File: src/rtl/mul_pkg.sv
// Shared definitions for the sequential Booth multiplier: FSM state encoding and counter sizing.
// Latency: none (types and constant functions only).
// Backpressure: not applicable.
package mul_pkg;

    // Controller states; the encoding is visible to the ALU, so it is fixed explicitly.
    typedef enum logic [1:0] {
        CLEAR  = 2'b00,
        FINISH = 2'b01,
        START  = 2'b10,
        DOING  = 2'b11
    } state_t;

    // Bits needed for a step counter that is loaded with WIDTH and counts down through 0.
    function automatic int cnt_width(input int width);
        return $clog2(width + 1);
    endfunction

endpackage

File: src/rtl/booth_step.sv
// One radix-2 Booth iteration: add/subtract/skip the multiplicand, then arithmetic shift right by one.
// Latency: purely combinational.
// Backpressure: none; the caller decides when to register the result.
module booth_step #(
    parameter int EW = 33                      // extended operand width (WIDTH + 1)
) (
    input  logic [2*EW:0]  acc_i,              // {upper partial sum (EW+1 bits), multiplier part (EW bits)}
    input  logic           guard_i,            // Booth guard bit (previous multiplier LSB)
    input  logic [EW-1:0]  mcand_i,            // extended multiplicand
    output logic [2*EW:0]  acc_o,
    output logic           guard_o
);

    localparam int AW = EW + 1;                // upper half is one bit wider so A +/- M never wraps

    logic [AW-1:0] hi;
    logic [AW-1:0] mext;
    logic [AW-1:0] sum;

    // Select the Booth action from {Q0, guard}, then shift {sum, Q, guard} right arithmetically.
    always_comb begin
        hi   = acc_i[2*EW:EW];
        mext = {mcand_i[EW-1], mcand_i};
        case ({acc_i[0], guard_i})
            2'b01:   sum = hi + mext;
            2'b10:   sum = hi - mext;
            default: sum = hi;
        endcase
        acc_o   = {sum[AW-1], sum, acc_i[EW-1:1]};
        guard_o = acc_i[0];
    end

endmodule

File: src/rtl/seq_booth_multiplier.sv
// Sequential radix-2 Booth multiplier, WIDTH x WIDTH -> 2*WIDTH, signed or unsigned per operation.
// Latency: op_done and result appear WIDTH+2 cycles after the op_start sampling edge.
// Backpressure: result held in FINISH until op_clear; op_start is only accepted in CLEAR.
// Optional: define MUL_OVERFLOW_EN to add the result_ovf output.
module seq_booth_multiplier
    import mul_pkg::*;
#(
    parameter int WIDTH = 32
) (
    input  logic                 clk,
    input  logic                 reset_n,
    input  logic                 op_start,
    input  logic                 op_clear,
    input  logic                 op_signed,
    input  logic [WIDTH-1:0]     multiplicand,
    input  logic [WIDTH-1:0]     multiplier,
    output logic [2*WIDTH-1:0]   result,
    output logic                 op_done,
    output logic                 busy
`ifdef MUL_OVERFLOW_EN
    ,
    output logic                 result_ovf
`endif
);

    localparam int EW   = WIDTH + 1;           // operands carry one extra bit so both modes are exact
    localparam int ACCW = 2 * EW + 1;
    localparam int CW   = cnt_width(WIDTH);
    localparam logic [CW-1:0] CNT_LOAD = CW'(WIDTH);

    // Sign- or zero-extend an operand to EW bits.
    function automatic logic [EW-1:0] extend(input logic [WIDTH-1:0] v, input logic s);
        return {s & v[WIDTH-1], v};
    endfunction

    state_t              state_q;
    logic [EW-1:0]       mcand_q;
    logic [EW-1:0]       mplier_q;
    logic [ACCW-1:0]     acc_q;
    logic [ACCW-1:0]     acc_d;
    logic                guard_q;
    logic                guard_d;
    logic [CW-1:0]       cnt_q;
    logic [2*WIDTH-1:0]  result_q;
    logic [2*WIDTH-1:0]  result_d;
`ifdef MUL_OVERFLOW_EN
    logic                signed_q;
    logic                ovf_q;
    logic                ovf_d;
`endif

    booth_step #(
        .EW (EW)
    ) u_booth_step (
        .acc_i   (acc_q),
        .guard_i (guard_q),
        .mcand_i (mcand_q),
        .acc_o   (acc_d),
        .guard_o (guard_d)
    );

    // Product after the step in flight; only the low 2*WIDTH bits are meaningful.
    assign result_d = acc_d[2*WIDTH-1:0];

`ifdef MUL_OVERFLOW_EN
    // Product does not fit in WIDTH bits: unsigned needs a zero upper half, signed a uniform sign run.
    always_comb begin
        if (signed_q) begin
            ovf_d = !((&result_d[2*WIDTH-1:WIDTH-1]) || !(|result_d[2*WIDTH-1:WIDTH-1]));
        end else begin
            ovf_d = |result_d[2*WIDTH-1:WIDTH];
        end
    end
`endif

    // Controller plus datapath registers; op_clear wins in every state and wipes all state.
    always_ff @(posedge clk or negedge reset_n) begin
        if (!reset_n) begin
            state_q  <= CLEAR;
            mcand_q  <= '0;
            mplier_q <= '0;
            acc_q    <= '0;
            guard_q  <= 1'b0;
            cnt_q    <= '0;
            result_q <= '0;
`ifdef MUL_OVERFLOW_EN
            signed_q <= 1'b0;
            ovf_q    <= 1'b0;
`endif
        end else if (op_clear || (state_q == CLEAR && !op_start)) begin
            state_q  <= CLEAR;
            mcand_q  <= '0;
            mplier_q <= '0;
            acc_q    <= '0;
            guard_q  <= 1'b0;
            cnt_q    <= '0;
            result_q <= '0;
`ifdef MUL_OVERFLOW_EN
            signed_q <= 1'b0;
            ovf_q    <= 1'b0;
`endif
        end else begin
            case (state_q)
                CLEAR: begin
                    state_q  <= START;
                    mcand_q  <= extend(multiplicand, op_signed);
                    mplier_q <= extend(multiplier, op_signed);
`ifdef MUL_OVERFLOW_EN
                    signed_q <= op_signed;
`endif
                end
                START: begin
                    state_q <= DOING;
                    acc_q   <= {{(EW + 1){1'b0}}, mplier_q};
                    guard_q <= 1'b0;
                    cnt_q   <= CNT_LOAD;
                end
                DOING: begin
                    // count runs WIDTH..0, giving WIDTH+1 steps for the extended operands
                    acc_q   <= acc_d;
                    guard_q <= guard_d;
                    cnt_q   <= cnt_q - CW'(1);
                    if (cnt_q == '0) begin
                        state_q  <= FINISH;
                        result_q <= result_d;
`ifdef MUL_OVERFLOW_EN
                        ovf_q    <= ovf_d;
`endif
                    end
                end
                FINISH: begin
                    state_q <= FINISH;
                end
                default: begin
                    state_q <= CLEAR;
                end
            endcase
        end
    end

    assign result  = result_q;
    assign op_done = (state_q == FINISH);
    assign busy    = (state_q == START) || (state_q == DOING);
`ifdef MUL_OVERFLOW_EN
    assign result_ovf = ovf_q;
`endif

endmodule

File: config.mk
export PLATFORM = sky130hd
export DESIGN_NAME = seq_booth_multiplier
export DESIGN_NICKNAME = d
export VERILOG_FILES = /design/src/rtl/mul_pkg.sv /design/src/rtl/booth_step.sv /design/src/rtl/seq_booth_multiplier.sv
export SDC_FILE = /design/constraint.sdc
export NUM_CORES = 1
export LEC_CHECK = 0
export BUFFER_PORTS_ARGS = -buffer_cell sky130_fd_sc_hd__buf_2
export CAP_MARGIN = 20
export CORE_ASPECT_RATIO = 0.9
export CORE_UTILIZATION = 59
export DETAILED_ROUTE_END_ITERATION = 12
export GPL_ROUTABILITY_DRIVEN = 0
export PLACE_DENSITY = 0.83
export SLEW_MARGIN = 20
export SYNTH_ARGS = -nofsm -noshare
export SYNTH_HDL_FRONTEND = slang
export SYNTH_SLANG_ARGS = --single-unit
File: constraint.sdc
create_clock -name clk -period 5.5 [get_ports clk]
set_input_delay 1.1 -clock clk [delete_from_list [all_inputs] [get_ports clk]]
set_output_delay 1.1 -clock clk [all_outputs]
set_load 0.005 [all_outputs]
==> flow_metrics.tcl, run 1 <==
set metrics [dict create \
    fin_nets 1400 \
    ctsHoldBuffers 0 \
    wl_met2_um 12400 \
    avgViaCountPerCell 6.28 \
    cellLeakagePower_nw 6.00 \
    highest_layer "met4" \
    p_total_mw 4.60 \
    yosys_warnings 0 \
    cts_setup_buffers 0 \
    worstMarginPinSlew_ps 917 \
    final_cell_count_no_fill 1552 \
    clk_pin_slew_ps 60 \
    setup_ws_ps 753 \
    cts_tree "yes" \
    grt_pass1_vias 9022 \
    cp-start-kind "flip-flop" \
    routedWlPerCell_um 18.7 \
    syn_nets 1314 \
    critPathKind "flip-flop to flip-flop" \
    peakVddDrop_mv 0.233 \
    placed_area_um2 12100 \
    ant_nets 0 \
    area_growth_pct 13.4 \
    whs_ps 473 \
    synth_top_area_cell "dfrtp_1" \
    async_reset_ff_share_pct 100 \
    fin_crit_ps 4750 \
    dp_hpwl_um 19900 \
    port_buffers 134 \
    skew_ps 11.7 \
    ys_ff_latch 205 \
    clock_power_share_pct 31.3 \
    clock-root-buffer "clkbuf_16" \
    yosysSeqAreaShare_pct 45.4 \
    clock_sinks 205 \
    rsz0062_at_grt "false" \
    worstPathArrival_ps 5170 \
    cts_max_path_buffers 3 \
    vias 9747 \
    finalSetupViolCount 0 \
    yosysTopAreaCellShare_pct 45.4 \
    drv_cap 0 \
    ios 135 \
    hold_class "flip-flop to flip-flop" \
    final_common_cell "dfrtp_1" \
    cts_made_buffers 22 \
    finalCritPeriodShare_pct 86.3 \
    layout-drive-gt1-share_pct 15.6 \
    grt_max_degree 102 \
    fin_util_pct 69.0 \
    worstPathCellList "inv_1, ha_1, nand3b_1, nand2b_1, nor4_1, nor4bb_1, a21oi_1, xnor2_1, ha_1, nand4_1, nor4_2, nand3_1, o211ai_1, o21a_1, nor3_1, or4b_1, o211ai_1" \
    critPathMaxStageDelay_ps 620 \
    clk_latency_ps 510 \
    overflow 0 \
    path_max_fanout 10 \
    required_ps 5920 \
    core_area_um2 18600 \
    drt_first_iter_violations 807 \
    wl_met3_um 2580 \
    p_sw_mw 1.63 \
    pre_cts_slack_ps 818 \
    syn_avg_cell_area_um2 9.36 \
    met1Wirelength_um 13200 \
    synth-edff-count 0 \
    netSwitchingFraction_pct 35.4 \
    fillers 1471 \
    power_frac_seq_pct 37.2 \
    cp_slowest_cell "nor4bb_1" \
    grt_first_pass_wirelength_um 46900 \
    finalInstanceArea_um2 12800 \
    tns_ps 0 \
    crit_family "simple AND/OR/NAND/NOR gates" \
    p_int_mw 2.97 \
    dpl.cell_count 1513 \
    die_y_um 133 \
    hold_viol 0 \
    initial_core_util_pct 60.8 \
    grt_antenna_before_repair 0 \
    synth_area_leaders "dfrtp_1 45%, a22o_1 6.3%, nand2_1 5.4%, mux2i_1 4.4%, ha_1 4.1%" \
    dr.pass1.iters 5 \
    grtUsageTotal_pct 29.6 \
    drc_errors 0 \
    synth_cells 1207 \
    path_buf_inv 1 \
    die_x_um 148 \
    syn_area_um2 11300 \
    power_density_nw_per_um2 359 \
    status "finished, final reports clean" \
    ctsResizeCount 0 \
    antenna_cells 0 \
    slew_viol_final 0 \
    ys.flop_type "dfrtp_1" \
    htreeDepth 1 \
    ys_types 66 \
    relSlewSlack_pct 38.7 \
    die_area_um2 19700 \
    layout_common_cells "203 x dfrtp_1, 163 x nand2_1, 133 x buf_2" \
    num_rows 47 \
    end_kind "flip-flop" \
    wl_um 29000 \
    fmax_ghz 0.211 \
    p_comb_share_pct 31.5 \
]
## power groups by stage
stage | sequential [mW] | clock (mW) | combinational (mW)
2_1_floorplan | 1.71 | 0 | 1.06
3_3_place_gp | 1.73 | 0 | 1.37
3_5_place_dp | 1.73 | 0 | 1.40
4_1_cts | 1.71 | 1.45 | 1.41
5_1_grt | 1.72 | 1.51 | 1.59
6_report | 1.71 | 1.44 | 1.45
## synth_stat cells (2+ instances only)
cell type and instances:
and4_1 4, buf_2 9, a2111o_1 2, mux2i_1 50
nor3_4 2, inv_1 24, a31oi_1 6, a2111oi_0 3
nand3b_1 3, a21oi_1 85, o21bai_1 10, nand3_1 16
ha_1 37, nor4_1 5, and2_1 3, a32oi_1 18
or3_1 4, nand4_1 9, a211oi_1 37, o31ai_1 8
xnor2_1 46, nor3_1 34, nand2_1 163, o221ai_1 2
dfrtp_1 205, o21ai_0 53, a311oi_1 2, a211o_1 3
clkbuf_1 61, nor2b_1 7, xor2_1 5, a32o_1 2
nor2_1 106, mux2_2 2, and3_1 17, nand2b_1 4
buf_1 16, o21a_1 7, o21ai_1 3, a21o_1 16
a22o_1 81, o211ai_1 13
## worst paths after layout
kind,start,end,slack [ps],cells after the start
setup / recovery,mcand_q[0],acc_q[65],750,17
hold / removal,result[40],result[40],470,2
setup reg to reg,mcand_q[0],acc_q[65],750,17
hold reg to reg,result[40],result[40],470,2
max in group asynchronous,reset_n,acc_q[12],3640,2
min in group asynchronous,reset_n,result[56],660,1
## flip-flops by register name, indices dropped and copies added (netlist names)
signal    count
mcand_q      33
mplier_q     33
state_q       2
cnt_q         6
guard_q       1
result       64
acc_q        66
## worst reg2reg max path, cell delays in order (launching register included)
cell and delay (ps):
dfrtp_1 420, inv_1 90, ha_1 200, nand3b_1 150
nand2b_1 260, nor4_1 360, nor4bb_1 620, a21oi_1 190
xnor2_1 190, ha_1 450, nand4_1 140, nor4_2 350
nand3_1 130, o211ai_1 240, o21a_1 180, nor3_1 80
or4b_1 510, o211ai_1 100
## final cells by class
class / count / area, µm² / area share (%)
flip-flops and latches: 205 / 5130 / 40.0
multi-input cells: 891 / 5780 / 45.1
inverters: 24 / 90.1 / 0.703
clock buffers: 31 / 626 / 4.88
repair buffers: 149 / 812 / 6.34
well taps: 245 / 307 / 2.39
clock inverters: 7 / 71.3 / 0.556
## cells by family (layout without fill, tap and decap cells)
logic type	after synthesis	count (layout)	share of synthesized area (%)
AND/OR/NAND/NOR	387	387	15.5
adder cells (fa/ha/maj)	38	38	4.27
XOR/XNOR	51	51	3.95
AO/OA/AOI/OAI	363	363	22.5
multiplexers	52	52	4.63
buffers and inverters	111	211	3.80
flip-flops	205	205	45.4
## per-layer routing
metal / track usage [%] / vias to the layer above
met5: 0 / -
met4: 8.42 / 0
met3: 5.79 / 67
met2: 42.5 / 446
met1: 45.3 / 4667
li1: - / 4567
(Power assumes the default switching activity.)
==> run 2, diff against run 1 <==
==> constraint.sdc (replaced) <==
create_clock -name clk -period 5.5 [get_ports clk]
set_input_delay 1.375 -clock clk [delete_from_list [all_inputs] [get_ports clk]]
set_output_delay 1.375 -clock clk [all_outputs]
set_load 0.005 [all_outputs]
==> flow_metrics.tcl, run 2 (synthesis gave the netlist of run 1 again) <==
set metrics [dict create \
    area_growth_pct 14.2 \
    cts_max_path_buffers 3 \
    grt_first_pass_wirelength_um 46800 \
    num_rows 47 \
    grt_antenna_before_repair 0 \
    critPathMaxStageDelay_ps 580 \
    cellLeakagePower_nw 6.05 \
    die_x_um 148 \
    rsz0062_at_grt "false" \
    finalSetupViolCount 0 \
    relSlewSlack_pct 31.6 \
    ctsResizeCount 0 \
    peakVddDrop_mv 0.200 \
    clk_pin_slew_ps 60 \
    htreeDepth 1 \
    grt_max_degree 99 \
    seq_area_um2 5130 \
    overflow 0 \
    status "finished, final reports clean" \
    layout-drive-gt1-share_pct 16.0 \
    worstPathArrival_ps 5100 \
    worstPathCellList "inv_1, ha_1, nand3b_1, nand2b_1, nor4_1, nor4bb_1, a21oi_1, xnor2_1, ha_1, nand4_1, nor4_2, nand3_1, o211ai_1, o21a_1, nor3_1, or4b_1, o211ai_1" \
    path_max_fanout 10 \
    clock-root-buffer "clkbuf_16" \
    ios 135 \
    cp-start-kind "flip-flop" \
    ant_nets 0 \
    power_density_nw_per_um2 369 \
    drt_first_iter_violations 940 \
    routedWlPerCell_um 18.6 \
    fillers 1431 \
    die_y_um 133 \
    dp_hpwl_um 20000 \
    fmax_ghz 0.213 \
    final_cell_count_no_fill 1554 \
    port_buffers 134 \
    final_common_cell "dfrtp_1" \
    p_total_mw 4.76 \
    worstMarginPinSlew_ps 1030 \
    drv_cap 0 \
    fin_nets 1400 \
    required_ps 5910 \
    placed_area_um2 12100 \
    cts_setup_buffers 0 \
    dpl.cell_count 1514 \
    skew_ps 8.28 \
    clock_sinks 205 \
    cts_made_buffers 22 \
    clk_latency_ps 500 \
    finalCritPeriodShare_pct 85.3 \
    critPathKind "flip-flop to flip-flop" \
    end_kind "flip-flop" \
    hold_class "flip-flop to flip-flop" \
    ctsHoldBuffers 0 \
    layout_common_cells "203 x dfrtp_1, 163 x nand2_1, 133 x buf_2" \
    die_area_um2 19700 \
    tns_ps 0 \
    dr.pass1.iters 5 \
    avgViaCountPerCell 6.27 \
    finalInstanceArea_um2 12900 \
    cp_slowest_cell "nor4bb_1" \
    core_area_um2 18600 \
    hold_viol 0 \
    largest_register_ff_count 66 \
    top_register "acc_q" \
    slew_viol_final 0 \
    vias 9745 \
    drc_errors 0 \
    multi_input_area_um2 5780 \
    fin_crit_ps 4690 \
    initial_core_util_pct 60.8 \
    cts_tree "yes" \
    grt_pass1_vias 9060 \
    grtUsageTotal_pct 29.4 \
    wl_um 28900 \
    antenna_cells 0 \
]
run 2: final cells by class:
cell class | instances | area share (%)
multi-input cells | 891 | 44.8
inverters | 24 | 0.698
repair buffers | 149 | 6.14
well taps | 245 | 2.37
clock buffers | 30 | 5.05
flip-flops and latches | 205 | 39.8
clock inverters | 10 | 1.22
run 2: critical path: cells and delay by family, from the launching register on:
family	cells	cell delay, ps
xor+xnor	1	190
flops	1	420
simple gates	9	2550
buf+inv	1	80
compound gates	4	690
fa+ha+maj	2	660
run 2: metal layers:
metal  routed length [µm]  part of all wire [%]  vias to the layer above  GRT usage (%)
li1                     -                     -                     4558              -
met1                13100                    45                     4699           45.7
met2                12700                    44                      434           43.0
met3                 2540                   8.8                       54           4.79
met4                  563                   1.9                        0           6.76
met5                    0                     0                        -              0
run 2: per-stage QoR:
stage	util, %	hold WS, ps	setup WS [ps]
detailed placement	65.1	471	989
finish	69.5	478	808
floorplan	-	449	1520
global route	69.5	516	471
global placement	65.1	463	1180
CTS	69.5	484	916
run 2: worst paths after layout:
path | startpoint | to | slack, ps | cells after the start
worst max-delay path | mcand_q[0] | acc_q[65] | 810 | 17
worst min-delay path | result[44] | result[44] | 480 | 2
worst max register to register | mcand_q[0] | acc_q[65] | 810 | 17
worst min register to register | result[44] | result[44] | 480 | 2
max in group asynchronous | reset_n | acc_q[7] | 3450 | 2
min in group asynchronous | reset_n | result[57] | 940 | 1
run 2: power breakdown:
| group | leakage, nW | switching [mW] | internal (mW) | total, mW |
|---|---|---|---|---|
| Clock | 0.402 | 0.596 | 1.02 | 1.61 |
| Sequential | 2.82 | 0.126 | 1.61 | 1.74 |
| Combinational | 2.83 | 0.901 | 0.508 | 1.41 |
| Total | 6.05 | 1.62 | 3.14 | 4.76 |
==> run 3, diff against run 2 <==
REMOVE_ABC_BUFFERS = 1   (was unset)
==> flow_metrics.tcl, run 3 (synthesis gave the netlist of run 1 again) <==
set metrics [dict create \
    status "finished, final reports clean" \
    rsz0062_at_grt "false" \
    worstMarginPinSlew_ps 1010 \
    drt_first_iter_violations 960 \
    grt_first_pass_wirelength_um 48900 \
    setup_ws_ps 761 \
    dr.pass1.iters 5 \
    relSlewSlack_pct 32.8 \
    ant_nets 0 \
    clock-root-buffer "clkbuf_16" \
    finalSetupViolCount 0 \
    cts_setup_buffers 0 \
    ios 135 \
    power_density_nw_per_um2 363 \
    clock_sinks 205 \
    tns_ps 0 \
    dp_hpwl_um 19700 \
    end_kind "flip-flop" \
    port_buffers 134 \
    crit_start "mcand_q[0]" \
    clk_pin_slew_ps 60 \
    hold_viol 0 \
    slew_viol_final 0 \
    cts_max_path_buffers 3 \
    pre_cts_slack_ps 967 \
    critPathKind "flip-flop to flip-flop" \
    area_growth_pct 13.8 \
    cts_tree "yes" \
    hp-start "result[57]" \
    fin_nets 1399 \
    path_max_fanout 10 \
    num_rows 47 \
    overflow 0 \
    die_x_um 148 \
    core_area_um2 18600 \
    whs_ps 482 \
    finalCritPeriodShare_pct 86.2 \
    fin_crit_ps 4740 \
    required_ps 5910 \
    wl_um 30200 \
    cts_made_buffers 22 \
    worstPathArrival_ps 5150 \
    multi_input_area_um2 5780 \
    grt_pass1_vias 9504 \
    drv_cap 0 \
    final_common_cell "dfrtp_1" \
    peakVddDrop_mv 0.265 \
    clk_latency_ps 510 \
    skew_ps 19.3 \
    avgViaCountPerCell 6.34 \
    drc_errors 0 \
    layout-drive-gt1-share_pct 15.8 \
    initial_core_util_pct 60.8 \
    routedWlPerCell_um 19.4 \
    r2r-start "mcand_q[0]" \
    vias 9867 \
    grtUsageTotal_pct 30.7 \
    largest_register_ff_count 66 \
    die_y_um 133 \
    hold_class "flip-flop to flip-flop" \
    fmax_ghz 0.211 \
    cellLeakagePower_nw 6.01 \
    cp-start-kind "flip-flop" \
    top_register "acc_q" \
    layout_common_cells "203 x dfrtp_1, 163 x nand2_1, 133 x buf_2" \
    ctsHoldBuffers 0 \
    grt_antenna_before_repair 3 \
    seq_area_um2 5130 \
    ctsResizeCount 0 \
    fillers 1418 \
    htreeDepth 1 \
    die_area_um2 19700 \
    grt_max_degree 123 \
]
[run 3: metal layers]
| metal | GRT usage (%) | wire length (µm) |
|---|---|---|
| met2 | 47.2 | 13800 |
| met3 | 4.69 | 2230 |
| met1 | 44.0 | 13100 |
| met4 | 11.7 | 1110 |
| met5 | 0 | 0 |
[run 3: final timing paths]
path                       slack (ps)         end  depth (start not counted)
setup reg to reg                  760   acc_q[65]                         17
max in group asynchronous        3560  state_q[1]                          2
hold reg to reg                   480  result[57]                          2
hold / removal                    480  result[57]                          2
setup / recovery                  760   acc_q[65]                         17
min in group asynchronous        1020   acc_q[51]                          1
[run 3: worst max-delay path, cell delays in order (launching register included)]
cell and delay [ps]:
dfrtp_1 440, inv_1 90, ha_1 210, nand3b_1 130, nand2b_1 260, nor4_1 400, nor4bb_1 640, a21oi_1 240
xnor2_1 170, ha_1 450, nand4_1 150, nor4_2 330, nand3_1 110, o211ai_1 200, o21a_1 160, nor3_1 70
or4b_1 500, o211ai_1 100
[run 3: power by group]
| group | internal [mW] | switching (mW) | leakage, nW |
|---|---|---|---|
| sequential | 1.61 | 0.105 | 2.82 |
| clock | 0.907 | 0.606 | 0.369 |
| combinational | 0.510 | 0.929 | 2.83 |
| total | 3.03 | 1.64 | 6.01 |
[run 3: area by class of cell]
type | instances | area share [%]
Inverter | 24 | 0.700
Multi-Input combinational cell | 891 | 45.0
Timing Repair Buffer | 148 | 6.20
Antenna cell | 3 | 0.0584
Clock inverter | 6 | 0.477
Clock buffer | 34 | 5.34
Sequential cell | 205 | 39.9
Tap cell | 245 | 2.38
[run 3: metrics by stage]
step / util [%] / power [mW] / cells / cell area [µm²]
3_5_place_dp: 65.2 / 3.14 / 1513 / 12100
6_report: 69.2 / 4.67 / 1556 / 12900
3_3_place_gp: 65.2 / 3.10 / 1513 / 12100
4_1_cts: 69.2 / 4.66 / 1553 / 12900
5_1_grt: 69.2 / 4.89 / 1556 / 12900
2_1_floorplan: - / 2.73 / 1120 / 11000
